$ cat config.mk
export PLATFORM = sky130hd
export DESIGN_NAME = ctta_sequencer_flat
export DESIGN_NICKNAME = d
export VERILOG_FILES = /design/src/rtl/ctta_sequencer_if.sv /design/src/rtl/ctta_sequencer.sv /design/src/flat_wrapper.sv
export SDC_FILE = /design/constraint.sdc
export NUM_CORES = 1
export LEC_CHECK = 0
export CELL_PAD_IN_SITES_DETAIL_PLACEMENT = 1
export CELL_PAD_IN_SITES_GLOBAL_PLACEMENT = 1
export CORE_ASPECT_RATIO = 1.1
export CORE_MARGIN = 3
export CORE_UTILIZATION = 33
export CTS_BUF_LIST = sky130_fd_sc_hd__clkbuf_16
export CTS_CLUSTER_SIZE = 8
export DETAILED_ROUTE_END_ITERATION = 6
export GPL_ROUTABILITY_DRIVEN = 0
export PLACE_DENSITY = 0.87
export SETUP_SLACK_MARGIN = 0.02
export SLEW_MARGIN = 20
export SYNTH_ARGS = -nofsm -noshare
export SYNTH_HDL_FRONTEND = slang
export SYNTH_SLANG_ARGS = --single-unit
$ cat constraint.sdc
create_clock -name clk -period 4.6 [get_ports clk]
set_input_delay 0.69 -clock clk [delete_from_list [all_inputs] [get_ports clk]]
set_output_delay 0.69 -clock clk [all_outputs]
set_load 0.05 [all_outputs]
$ cat src/rtl/ctta_sequencer_if.sv
// Request / datapath / response bundle for ctta_sequencer.
// slave is the sequencer side; master is the requesters, datapath and response consumer.
interface ctta_sequencer_if;
  logic [1:0] req_valid;
  logic [1:0] req_ready;
  logic [7:0] req_a;
  logic [7:0] req_b;
  logic [7:0] req_c;
  logic [1:0] req_ctrl;

  logic [3:0] dp_a;
  logic [3:0] dp_b;
  logic [3:0] dp_c;
  logic       dp_ctrl;
  logic [4:0] dp_q;

  logic       rsp_valid;
  logic       rsp_ready;
  logic       rsp_id;
  logic [4:0] rsp_q;

  modport master (
    output req_valid, req_a, req_b, req_c, req_ctrl, dp_q, rsp_ready,
    input  req_ready, dp_a, dp_b, dp_c, dp_ctrl, rsp_valid, rsp_id, rsp_q
  );

  modport slave (
    input  req_valid, req_a, req_b, req_c, req_ctrl, dp_q, rsp_ready,
    output req_ready, dp_a, dp_b, dp_c, dp_ctrl, rsp_valid, rsp_id, rsp_q
  );
endinterface

$ cat src/rtl/ctta_sequencer.sv
// Two-requester round-robin sequencer sharing one CTTA datapath with a fixed
// LAT-cycle result latency; one operation in flight at a time.
module ctta_sequencer #(
  parameter int unsigned LAT = 1  // legal range 1..7
) (
  input  logic                   clk,
  input  logic                   rst_n,
  ctta_sequencer_if.slave        bus,
  output logic                   busy
);

  typedef enum logic [1:0] {StIdle, StExec, StResp} state_e;

  localparam logic [2:0] LatCnt = LAT[2:0];

  state_e     state_q, state_d;
  logic [2:0] cnt_q, cnt_d;
  logic       last_grant_q, last_grant_d;
  logic       owner_q, owner_d;
  logic [3:0] dp_a_q, dp_a_d;
  logic [3:0] dp_b_q, dp_b_d;
  logic [3:0] dp_c_q, dp_c_d;
  logic       dp_ctrl_q, dp_ctrl_d;
  logic       rsp_valid_q, rsp_valid_d;
  logic       rsp_id_q, rsp_id_d;
  logic [4:0] rsp_q_q, rsp_q_d;

  logic       any_req;
  logic       winner;
  logic [1:0] req_ready;

  assign any_req = |bus.req_valid;
  // On a tie the requester that did not win last time goes first.
  assign winner  = (&bus.req_valid) ? ~last_grant_q : bus.req_valid[1];

  always_comb begin
    state_d      = state_q;
    cnt_d        = cnt_q;
    last_grant_d = last_grant_q;
    owner_d      = owner_q;
    dp_a_d       = dp_a_q;
    dp_b_d       = dp_b_q;
    dp_c_d       = dp_c_q;
    dp_ctrl_d    = dp_ctrl_q;
    rsp_valid_d  = rsp_valid_q;
    rsp_id_d     = rsp_id_q;
    rsp_q_d      = rsp_q_q;
    req_ready    = 2'b00;

    unique case (state_q)
      StIdle: begin
        if (any_req && rst_n) begin
          req_ready    = winner ? 2'b10 : 2'b01;
          state_d      = StExec;
          cnt_d        = LatCnt;
          last_grant_d = winner;
          owner_d      = winner;
          dp_a_d       = winner ? bus.req_a[7:4] : bus.req_a[3:0];
          dp_b_d       = winner ? bus.req_b[7:4] : bus.req_b[3:0];
          dp_c_d       = winner ? bus.req_c[7:4] : bus.req_c[3:0];
          dp_ctrl_d    = winner ? bus.req_ctrl[1] : bus.req_ctrl[0];
        end
      end
      StExec: begin
        cnt_d = cnt_q - 3'd1;
        // dp_q is only trusted on the last EXEC cycle.
        if (cnt_q == 3'd1) begin
          rsp_q_d     = bus.dp_q;
          rsp_id_d    = owner_q;
          rsp_valid_d = 1'b1;
          state_d     = StResp;
        end
      end
      StResp: begin
        if (bus.rsp_ready) begin
          rsp_valid_d = 1'b0;
          state_d     = StIdle;
        end
      end
      default: state_d = StIdle;
    endcase
  end

  always_ff @(posedge clk or negedge rst_n) begin
    if (!rst_n) begin
      state_q      <= StIdle;
      cnt_q        <= 3'd0;
      last_grant_q <= 1'b1;
      owner_q      <= 1'b0;
      dp_a_q       <= 4'd0;
      dp_b_q       <= 4'd0;
      dp_c_q       <= 4'd0;
      dp_ctrl_q    <= 1'b0;
      rsp_valid_q  <= 1'b0;
      rsp_id_q     <= 1'b0;
      rsp_q_q      <= 5'd0;
    end else begin
      state_q      <= state_d;
      cnt_q        <= cnt_d;
      last_grant_q <= last_grant_d;
      owner_q      <= owner_d;
      dp_a_q       <= dp_a_d;
      dp_b_q       <= dp_b_d;
      dp_c_q       <= dp_c_d;
      dp_ctrl_q    <= dp_ctrl_d;
      rsp_valid_q  <= rsp_valid_d;
      rsp_id_q     <= rsp_id_d;
      rsp_q_q      <= rsp_q_d;
    end
  end

  assign bus.req_ready = req_ready;
  assign bus.dp_a      = dp_a_q;
  assign bus.dp_b      = dp_b_q;
  assign bus.dp_c      = dp_c_q;
  assign bus.dp_ctrl   = dp_ctrl_q;
  assign bus.rsp_valid = rsp_valid_q;
  assign bus.rsp_id    = rsp_id_q;
  assign bus.rsp_q     = rsp_q_q;
  assign busy          = (state_q != StIdle);

endmodule

$ cat src/flat_wrapper.sv
// flat-port wrapper written by rule: the top's interface ports become plain ports
module ctta_sequencer_flat 
#(
  parameter int unsigned LAT = 1                     
)
  (clk, rst_n, busy, bus_req_valid, bus_req_a, bus_req_b, bus_req_c, bus_req_ctrl, bus_dp_q, bus_rsp_ready, bus_req_ready, bus_dp_a, bus_dp_b, bus_dp_c, bus_dp_ctrl, bus_rsp_valid, bus_rsp_id, bus_rsp_q);
  ctta_sequencer_if bus_i ();
  input  logic clk;
  input  logic rst_n;
  output logic busy;
  input wire logic [$bits(bus_i.req_valid)-1:0] bus_req_valid;
  input wire logic [$bits(bus_i.req_a)-1:0] bus_req_a;
  input wire logic [$bits(bus_i.req_b)-1:0] bus_req_b;
  input wire logic [$bits(bus_i.req_c)-1:0] bus_req_c;
  input wire logic [$bits(bus_i.req_ctrl)-1:0] bus_req_ctrl;
  input wire logic [$bits(bus_i.dp_q)-1:0] bus_dp_q;
  input wire logic [$bits(bus_i.rsp_ready)-1:0] bus_rsp_ready;
  output wire logic [$bits(bus_i.req_ready)-1:0] bus_req_ready;
  output wire logic [$bits(bus_i.dp_a)-1:0] bus_dp_a;
  output wire logic [$bits(bus_i.dp_b)-1:0] bus_dp_b;
  output wire logic [$bits(bus_i.dp_c)-1:0] bus_dp_c;
  output wire logic [$bits(bus_i.dp_ctrl)-1:0] bus_dp_ctrl;
  output wire logic [$bits(bus_i.rsp_valid)-1:0] bus_rsp_valid;
  output wire logic [$bits(bus_i.rsp_id)-1:0] bus_rsp_id;
  output wire logic [$bits(bus_i.rsp_q)-1:0] bus_rsp_q;
  assign bus_i.req_valid = bus_req_valid;
  assign bus_i.req_a = bus_req_a;
  assign bus_i.req_b = bus_req_b;
  assign bus_i.req_c = bus_req_c;
  assign bus_i.req_ctrl = bus_req_ctrl;
  assign bus_i.dp_q = bus_dp_q;
  assign bus_i.rsp_ready = bus_rsp_ready;
  assign bus_req_ready = bus_i.req_ready;
  assign bus_dp_a = bus_i.dp_a;
  assign bus_dp_b = bus_i.dp_b;
  assign bus_dp_c = bus_i.dp_c;
  assign bus_dp_ctrl = bus_i.dp_ctrl;
  assign bus_rsp_valid = bus_i.rsp_valid;
  assign bus_rsp_id = bus_i.rsp_id;
  assign bus_rsp_q = bus_i.rsp_q;
  ctta_sequencer #(.LAT(LAT)) u_core (.clk(clk), .rst_n(rst_n), .bus(bus_i), .busy(busy));
endmodule
==> flow_metrics.env, run 1 <==
export IMPL_outcome="complete, no violations"
export IMPL_wl_per_cell_um=17.37
export IMPL_postSynthAreaPerCell_sq_um=11.63
export IMPL_grt_pass1_wl_um=6210
export IMPL_min_period_ns=3.333
export IMPL_grtUsageMet2=0.3131
export IMPL_max_freq_ghz=0.3000
export IMPL_utilization=0.5334
export IMPL_synth_mux_area_frac=0.05943
export IMPL_grt_pass1_vias=1311
export IMPL_hold_slack_ns=0.4867
export IMPL_clockRootBuffer="clkbuf_16"
export IMPL_top_usage_layer="met2"
export IMPL_relSlewSlack=0.3808
export IMPL_clock_skew_ns=0.002426
export IMPL_synth_compound_area_frac=0.1358
export IMPL_max_cap_viol_count=0
export IMPL_yosys_area_share_simple=0.2113
export IMPL_final_cells=220
export IMPL_die_h_um=72.49
export IMPL_min_path_type="reg -> reg"
export IMPL_drc_errors=0
export IMPL_grt_total_usage=0.1710
export IMPL_dieArea_sq_mm=0.004817
export IMPL_nets=209
export IMPL_antenna_found_initial=0
export IMPL_diodes=0
export IMPL_fin_total_pwr_mw=1.463
export IMPL_io_buffer_count=58
export IMPL_setup_tns_ns=0
export IMPL_area_delta_synth_final_pct=50.47
export IMPL_worst_pin_slew_ns=0.9226
export IMPL_hold_viol=0
export IMPL_rows=23
export IMPL_worst_ep_arrival_time_ns=2.64
export IMPL_cts_sinks=27
export IMPL_pin_count=59
export IMPL_coreArea_sq_mm=0.003741
export IMPL_cts_tree="yes"
export IMPL_cts_inserted_buffers=3
export IMPL_worst_slack_ns=1.267
export IMPL_drtPass1Iterations=2
export IMPL_fillers=411
export IMPL_synthAdderAreaFrac=0.01887
export IMPL_place_hpwl_um=2964
export IMPL_syn_nets=152
export IMPL_drive_above_1_share=0.1588
export IMPL_gr_usage_met3=0.04644
export IMPL_synth_top_family_by_area="simple AND/OR/NAND/NOR gates"
export IMPL_final_area_sq_mm=0.001996
export IMPL_route_antenna_remaining_nets=0
export IMPL_yosysWarningCount=0
export IMPL_required_ns=3.91
export IMPL_startpoint_type="primary input"
export IMPL_synth_seq_cells=27
export IMPL_cts_max_level=1
export IMPL_ctsHoldBuffers=0
export IMPL_dpl_cell_area_sq_mm=0.001917
export IMPL_clk_pin_slew_worst_paths_ns=0.06
export IMPL_wirelength_um=3822
export IMPL_grt_met1_usage=0.1841
export IMPL_ctsLongestPathBuffers=2
export IMPL_dp_slack_ns=1.270
export IMPL_seq_area_frac_synth=0.5104
export IMPL_overflow=0
export IMPL_power_per_cell_area_mw_per_mm2=733.3
export IMPL_start_util=0.3545
export IMPL_drv_slew=0
export IMPL_dr_total_vias=1109
export IMPL_period_share=0.7245
export IMPL_rsz0062_at_grt="false"
export IMPL_critPathCaptureType="primary output"
export IMPL_post_cts_buffers=0
export IMPL_grt_max_degree=30
export IMPL_insertion_delay_ns=0.26
export IMPL_cts_resized=0
export IMPL_synth_area_sq_mm=0.001326
export IMPL_finalSetupViolCount=0
export IMPL_critPathKind="in -> out"
export IMPL_placed_cells=216
export IMPL_drt_initial_drc_count=19
export IMPL_dieWidth_um=66.45
export IMPL_critPathMaxFanout=17
export IMPL_ys_types=30
export IMPL_p_leak_nw=0.8234
export IMPL_synthCells=114
export IMPL_synth_xor_area_share=0.006604
export IMPL_via_per_inst=5.041
export IMPL_peakVddDrop_mv=0.2994
-- placed cells by master, fill, tap and decap left out --
cell,n
inv_1,4
clkbuf_16,3
mux2_2,7
nor3_2,8
xor2_1,1
buf_4,3
o22ai_1,2
or3b_1,1
and3_1,1
nand2_1,16
or2_2,1
a221o_1,13
nand3b_1,3
o21a_1,2
or3b_2,1
nor3_1,5
nor2b_1,1
dfstp_2,1
nand2b_1,3
nor2_1,2
nor2_2,1
a21o_1,1
nor2_4,1
ha_1,2
a21oi_1,1
o21ai_1,2
nor3b_2,1
clkdlybuf4s50_1,57
dfrtp_1,26
-- critical path, cell delays in order --
cell,delay [ns]
clkdlybuf4s50_1,0.84
nand3b_1,0.20
inv_1,0.10
clkdlybuf4s50_1,0.81
-- where the power goes --
part           switching [mW]  internal (mW)  leakage [nW]
clock                  0.0771          0.116        0.0423
sequential             0.0773          0.353         0.327
combinational           0.520          0.319         0.454
total                   0.675          0.789         0.823
-- registers in the layout, indices dropped and copies added (netlist names) --
| register | count |
|---|---|
| u_core.bus.dp_c | 4 |
| u_core.state_q | 2 |
| u_core.bus.dp_ctrl | 1 |
| u_core.owner_q | 1 |
| u_core.bus.rsp_id | 1 |
| u_core.bus.rsp_q | 5 |
| u_core.bus.rsp_valid | 1 |
| u_core.cnt_q | 3 |
| u_core.bus.dp_a | 4 |
| u_core.bus.dp_b | 4 |
| u_core.last_grant_q | 1 |
-- area by class of cell --
type / count / area, sq um / share of cell area
timing repair buffer: 60 / 593.1 / 0.2972
clock buffer: 3 / 75.07 / 0.03762
clock inverter: 1 / 3.754 / 0.001881
multi-input combinational: 76 / 573.1 / 0.2871
inverter: 3 / 11.26 / 0.005643
tap: 50 / 62.56 / 0.03135
sequential: 27 / 676.9 / 0.3392
-- synth_stat cells --
cell	count	share of area
dfrtp_1	26	0.49
nand2_1	16	0.045
a221o_1	13	0.098
nor3_2	8	0.060
mux2_2	7	0.059
nor3_1	5	0.019
buf_2	3	0.011
inv_1	3	0.0085
nand2b_1	3	0.014
nand3b_1	3	0.017
buf_6	2	0.017
clkbuf_1	2	0.0057
ha_1	2	0.019
nor2_1	2	0.0057
o21a_1	2	0.011
o21ai_1	2	0.0075
o22ai_1	2	0.0094
a21o_1	1	0.0057
a21oi_1	1	0.0038
and3_1	1	0.0047
buf_12	1	0.015
dfstp_2	1	0.020
nor2_2	1	0.0047
nor2_4	1	0.0085
nor2b_1	1	0.0047
nor3b_2	1	0.0094
or2_2	1	0.0047
or3b_1	1	0.0066
or3b_2	1	0.0066
xor2_1	1	0.0066
-- metal layers --
layer,vias to the layer above,part of all wire
met3,7,0.067
met1,539,0.38
met5,-,0
li1,524,-
met2,39,0.54
met4,0,0.017
-- final timing paths --
| kind | from | to | slack (ns) | cells past startpoint |
|---|---|---|---|---|
| max | bus_req_valid[0] | bus_req_ready[0] | 1.27 | 4 |
| min reg2reg | u_core.bus.rsp_valid$_DFFE_PN0P_ | u_core.bus.rsp_valid$_DFFE_PN0P_ | 0.49 | 1 |
| max reg2reg | u_core.state_q[0]$_DFFE_PN0P_ | u_core.bus.dp_a[2]$_DFFE_PN0P_ | 2.91 | 3 |
| min | u_core.bus.rsp_valid$_DFFE_PN0P_ | u_core.bus.rsp_valid$_DFFE_PN0P_ | 0.49 | 1 |
| max in group asynchronous | rst_n | u_core.last_grant_q$_DFFE_PN1P_ | 3.41 | 2 |
| min in group asynchronous | rst_n | u_core.bus.rsp_q[3]$_DFFE_PN0P_ | 0.87 | 2 |
-- cell families after synthesis --
kind of cell / after synthesis
buffers and inverters: 11
xor gates and xnor gates: 1
DFF: 27
muxes: 7
adders and majority gates: 2
AOI/OAI and AO/OA: 21
and+or+nand+nor: 45
Power figures use the tool's default switching activity.
==> run 2: changes to the inputs <==
--- a/config.mk
+++ b/config.mk
@@ -9,12 +9,12 @@
 export CELL_PAD_IN_SITES_GLOBAL_PLACEMENT = 1
 export CORE_ASPECT_RATIO = 1.1
 export CORE_MARGIN = 3
-export CORE_UTILIZATION = 33
+export CORE_UTILIZATION = 28
 export CTS_BUF_LIST = sky130_fd_sc_hd__clkbuf_16
 export CTS_CLUSTER_SIZE = 8
 export DETAILED_ROUTE_END_ITERATION = 6
 export GPL_ROUTABILITY_DRIVEN = 0
-export PLACE_DENSITY = 0.87
+export PLACE_DENSITY = 0.79
 export SETUP_SLACK_MARGIN = 0.02
 export SLEW_MARGIN = 20
 export SYNTH_ARGS = -nofsm -noshare
==> constraint.sdc (replaced) <==
create_clock -name clk -period 2.9 [get_ports clk]
set_input_delay 0.435 -clock clk [delete_from_list [all_inputs] [get_ports clk]]
set_output_delay 0.435 -clock clk [all_outputs]
set_load 0.05 [all_outputs]
==> run 2 against run 1 <==
Net effect:
- setup slack worse by 0.56 ns
- sequential power rose by 59%
- combinational power is 61% higher
- flip-flop and latch count unchanged
- first-iteration DRC count fell by 16%
- sequential share of layout area shrank 0.71 points
==> flow_metrics.env, run 2 (synthesis results as in run 1) <==
export IMPL_critPathCaptureType="primary output"
export IMPL_critPathMaxFanout=9
export IMPL_period_share=0.7559
export IMPL_cts_tree="yes"
export IMPL_diodes=0
export IMPL_p_int_mw=1.264
export IMPL_start_util=0.2986
export IMPL_clk_pin_slew_worst_paths_ns=0.07
export IMPL_ctsLongestPathBuffers=2
export IMPL_startpoint_type="flip-flop"
export IMPL_largest_reg_flops=5
export IMPL_outcome="complete, no violations"
export IMPL_drt_initial_drc_count=16
export IMPL_p_clk_frac=0.132
export IMPL_min_path_type="in -> async"
export IMPL_grt_pass1_wl_um=6541
export IMPL_worst_pin_slew_ns=0.9813
export IMPL_p_leak_nw=0.8414
export IMPL_drc_errors=0
export IMPL_grt_total_usage=0.1460
export IMPL_wl_per_cell_um=17.17
export IMPL_drive_above_1_share=0.1744
export IMPL_wirelength_um=3880
export IMPL_route_antenna_remaining_nets=0
export IMPL_insertion_delay_ns=0.26
export IMPL_post_cts_buffers=0
export IMPL_rows=25
export IMPL_power_per_cell_area_mw_per_mm2=1148
export IMPL_peakVddDrop_mv=0.5363
export IMPL_die_h_um=78.18
export IMPL_setup_tns_ns=0
export IMPL_layout_commonest_cell="clkdlybuf4s50_1"
export IMPL_slowest_delay_ns=0.70
export IMPL_coreArea_sq_mm=0.004442
export IMPL_cts_resized=0
export IMPL_clockRootBuffer="clkbuf_16"
export IMPL_nets=211
export IMPL_overflow=0
export IMPL_pin_count=59
export IMPL_area_delta_synth_final_pct=53.68
export IMPL_clock_skew_ns=0.005015
export IMPL_min_period_ns=2.192
export IMPL_ctsHoldBuffers=0
export IMPL_dieArea_sq_mm=0.005599
export IMPL_place_hpwl_um=2961
export IMPL_cp_startpoint="u_core.state_q[0]$_DFFE_PN0P_"
export IMPL_worst_ep_arrival_time_ns=1.76
export IMPL_rr_startpoint="u_core.state_q[0]$_DFFE_PN0P_"
export IMPL_path_cells="or2_2 -> clkdlybuf4s50_1"
export IMPL_rsz0062_at_grt="false"
export IMPL_io_buffer_count=58
export IMPL_sequentialPowerShare=0.293
export IMPL_critPathKind="reg -> out"
export IMPL_max_freq_ghz=0.4562
export IMPL_dieWidth_um=71.62
export IMPL_antenna_found_initial=0
export IMPL_sw_frac_of_total=0.4596
export IMPL_cts_sinks=27
export IMPL_layout_common_cells="56 x clkdlybuf4s50_1, 26 x dfrtp_1, 16 x nand2_1"
export IMPL_drv_slew=0
export IMPL_fin_total_pwr_mw=2.340
export IMPL_cts_max_level=1
export IMPL_max_cap_viol_count=0
export IMPL_drtPass1Iterations=4
export IMPL_required_ns=2.47
export IMPL_dr_total_vias=1132
export IMPL_comb_power_share=0.575
export IMPL_worst_slack_ns=0.7079
export IMPL_finalSetupViolCount=0
export IMPL_p_switching_mw=1.075
export IMPL_via_per_inst=5.009
export IMPL_grt_pass1_vias=1349
export IMPL_dp_slack_ns=0.5727
export IMPL_relSlewSlack=0.3414
export IMPL_cts_inserted_buffers=3
export IMPL_grt_max_degree=28
export IMPL_slowest_stage="clkdlybuf4s50_1"
export IMPL_hold_viol=0
==> run 2: cell count changes in the layout (fill, tap and decap cells not counted), sizes merged <==
cell / change
buf: +3
clkdlybuf4s50: -1
==> run 2: worst max-delay path: cells and delay by family (launching register included) <==
kind	cells	cell delay [ns]
buf+inv	1	0.70
flops	1	0.47
simple gates	1	0.33
==> run 2: final cells by class <==
type | count | area, sq um
sequential | 27 | 676.9
clock buffer | 3 | 75.07
clock inverter | 1 | 3.754
multi-input combinational | 76 | 573.1
timing repair buffer | 62 | 630.6
tap | 54 | 67.56
fill | 488 | 2404
inverter | 3 | 11.26
==> run 2: worst paths after layout <==
path	slack (ns)	to	cells past startpoint
max reg2reg	1.20	u_core.bus.dp_a[1]$_DFFE_PN0P_	3
min	0.35	u_core.bus.rsp_valid$_DFFE_PN0P_	1
min reg2reg	0.49	u_core.bus.rsp_valid$_DFFE_PN0P_	1
max in group asynchronous	1.96	u_core.last_grant_q$_DFFE_PN1P_	2
max	0.71	busy	2
min in group clk	0.49	u_core.bus.rsp_valid$_DFFE_PN0P_	1
==> run 2: stage by stage <==
step	util	area [sq um]	hold slack [ns]	cells
after global routing	0.4589	2038	0.3482	226
after detailed placement	0.4411	1959	0.4818	222
after global placement	0.4411	1959	0.4669	222
final	0.4589	2038	0.3459	226
after CTS	0.4589	2038	0.3467	226
after floorplan	-	1326	0.1394	114
==> run 2: power groups by stage <==
stage          Sequential (mW)  Combinational, mW  Clock [mW]
2_1_floorplan             1.13              0.452           0
6_report                 0.684               1.35       0.309
5_1_grt                  0.711               1.42       0.331
4_1_cts                  0.686               1.36       0.318
3_5_place_dp             0.686               1.35           0
3_3_place_gp             0.680               1.31           0
==> run 2: per-layer routing <==
metal  share of wire  global-route usage
met5               0                   0
met4           0.015             0.03571
met3           0.046             0.02945
met2            0.55              0.2757
met1            0.39              0.1645
==> run 3: changes to the inputs <==
--- a/config.mk
+++ b/config.mk
@@ -9,12 +9,12 @@
 export CELL_PAD_IN_SITES_GLOBAL_PLACEMENT = 1
 export CORE_ASPECT_RATIO = 1.1
 export CORE_MARGIN = 3
-export CORE_UTILIZATION = 28
+export CORE_UTILIZATION = 31
 export CTS_BUF_LIST = sky130_fd_sc_hd__clkbuf_16
 export CTS_CLUSTER_SIZE = 8
 export DETAILED_ROUTE_END_ITERATION = 6
 export GPL_ROUTABILITY_DRIVEN = 0
-export PLACE_DENSITY = 0.79
+export PLACE_DENSITY = 0.83
 export SETUP_SLACK_MARGIN = 0.02
 export SLEW_MARGIN = 20
 export SYNTH_ARGS = -nofsm -noshare
==> constraint.sdc (replaced) <==
create_clock -name clk -period 2.1 [get_ports clk]
set_input_delay 0.315 -clock clk [delete_from_list [all_inputs] [get_ports clk]]
set_output_delay 0.315 -clock clk [all_outputs]
set_load 0.05 [all_outputs]
==> run 3 against run 2 <==
Net effect:
- worst hold slack better by 0.10 ns
- clock power increased by 46%
- clock skew is 0.0034 ns higher
- sequential power rose by 35%
- setup slack worse by 0.63 ns
==> flow_metrics.env, run 3 (synthesis results as in run 1) <==
export IMPL_outcome="complete, no violations"
export IMPL_path_cells="or2_2 -> clkdlybuf4s50_1"
export IMPL_insertion_delay_ns=0.27
export IMPL_via_per_inst=5.144
export IMPL_clk_pin_slew_worst_paths_ns=0.07
export IMPL_fin_total_pwr_mw=3.280
export IMPL_max_freq_ghz=0.4949
export IMPL_start_util=0.3272
export IMPL_grt_pass1_wl_um=6161
export IMPL_pin_count=59
export IMPL_cts_inserted_buffers=3
export IMPL_area_delta_synth_final_pct=56.60
export IMPL_required_ns=1.78
export IMPL_dr_total_vias=1178
export IMPL_worst_ep_arrival_time_ns=1.71
export IMPL_layout_commonest_cell="clkdlybuf4s50_1"
export IMPL_p_leak_nw=0.8602
export IMPL_die_h_um=74.60
export IMPL_grt_max_degree=17
export IMPL_cts_sinks=27
export IMPL_dieWidth_um=68.37
export IMPL_relSlewSlack=0.3859
export IMPL_critPathCaptureType="primary output"
export IMPL_ctsLongestPathBuffers=2
export IMPL_grt_total_usage=0.1650
export IMPL_finalSetupViolCount=0
export IMPL_slowest_delay_ns=0.70
export IMPL_max_cap_viol_count=0
export IMPL_startpoint_type="flip-flop"
export IMPL_layout_common_cells="56 x clkdlybuf4s50_1, 26 x dfrtp_1, 16 x nand2_1"
export IMPL_wl_per_cell_um=18.07
export IMPL_dieArea_sq_mm=0.005100
export IMPL_slowest_stage="clkdlybuf4s50_1"
export IMPL_multiInputGateArea_sq_um=573.1
export IMPL_critPathMaxFanout=8
export IMPL_clock_skew_ns=0.008418
export IMPL_coreArea_sq_mm=0.004054
export IMPL_power_per_cell_area_mw_per_mm2=1579
export IMPL_hold_viol=0
export IMPL_grt_pass1_vias=1261
export IMPL_diodes=0
export IMPL_place_hpwl_um=3305
export IMPL_largest_reg_flops=5
export IMPL_drc_errors=0
export IMPL_rows=24
export IMPL_utilization=0.5123
export IMPL_overflow=0
export IMPL_peakVddDrop_mv=0.4929
export IMPL_period_share=0.9622
export IMPL_nets=216
export IMPL_cts_max_level=1
export IMPL_drtPass1Iterations=4
export IMPL_critPathKind="reg -> out"
export IMPL_post_cts_buffers=0
export IMPL_clockRootBuffer="clkbuf_16"
export IMPL_rr_startpoint="u_core.state_q[0]$_DFFE_PN0P_"
export IMPL_min_period_ns=2.021
export IMPL_min_path_type="in -> async"
export IMPL_antenna_found_initial=0
export IMPL_rsz0062_at_grt="false"
export IMPL_drt_initial_drc_count=67
export IMPL_ctsHoldBuffers=0
export IMPL_fillers=441
export IMPL_worst_pin_slew_ns=0.9151
export IMPL_drive_above_1_share=0.2034
export IMPL_cts_tree="yes"
export IMPL_cp_startpoint="u_core.state_q[1]$_DFFE_PN0P_"
export IMPL_wirelength_um=4139
export IMPL_io_buffer_count=58
export IMPL_route_antenna_remaining_nets=0
export IMPL_setup_tns_ns=0
export IMPL_seq_area_sq_um=676.9
export IMPL_cts_resized=0
export IMPL_drv_slew=0
## run 3: worst paths after layout
kind / end / slack [ns] / cells after the start
setup / recovery: busy / 0.08 / 2
hold / removal: u_core.bus.dp_b[2]$_DFFE_PN0P_ / 0.45 / 2
setup reg to reg: u_core.bus.dp_a[0]$_DFFE_PN0P_ / 0.46 / 4
hold reg to reg: u_core.bus.rsp_valid$_DFFE_PN0P_ / 0.49 / 1
max in group asynchronous: u_core.last_grant_q$_DFFE_PN1P_ / 1.39 / 2
min in group clk: u_core.bus.rsp_valid$_DFFE_PN0P_ / 0.49 / 1
## run 3: stage by stage
step | setup slack, ns | std cells | area (sq um) | hold WS (ns)
after floorplan | 0.4714 | 114 | 1326 | 0.01941
after global placement | 0.1986 | 225 | 1994 | 0.4775
after detailed placement | 0.1092 | 225 | 1994 | 0.4767
after CTS | 0.06482 | 229 | 2077 | 0.4538
after global routing | 0.02666 | 229 | 2077 | 0.4792
final | 0.07939 | 229 | 2077 | 0.4486
## run 3: metal layers
metal | GRT usage | share of wire | vias up | wire [um]
met2 | 0.3212 | 0.54 | 41 | 2243
met5 | 0 | 0 | - | 0
met4 | 0.05960 | 0.019 | 0 | 78
li1 | - | - | 541 | -
met1 | 0.1649 | 0.36 | 589 | 1488
met3 | 0.04079 | 0.079 | 7 | 328
## run 3: final cells by class
cell class | instances | area share
clock inverters | 1 | 0.003614
multi-input cells | 76 | 0.2759
flip-flops and latches | 27 | 0.3259
well taps | 52 | 0.03133
repair buffers | 67 | 0.3217
clock buffers | 3 | 0.03614
inverters | 3 | 0.005422
## run 3: critical path, delay by kind of cell, from the launching register on
family / cells / cell delay, ns
buffers and inverters: 1 / 0.70
DFF: 1 / 0.45
and+or+nand+nor: 1 / 0.29
## run 3: power breakdown
part	internal [mW]	leakage (nW)	switching [mW]
Sequential	0.773	0.327	0.147
Clock	0.260	0.0371	0.191
Combinational	0.745	0.496	1.16
Total	1.78	0.860	1.50
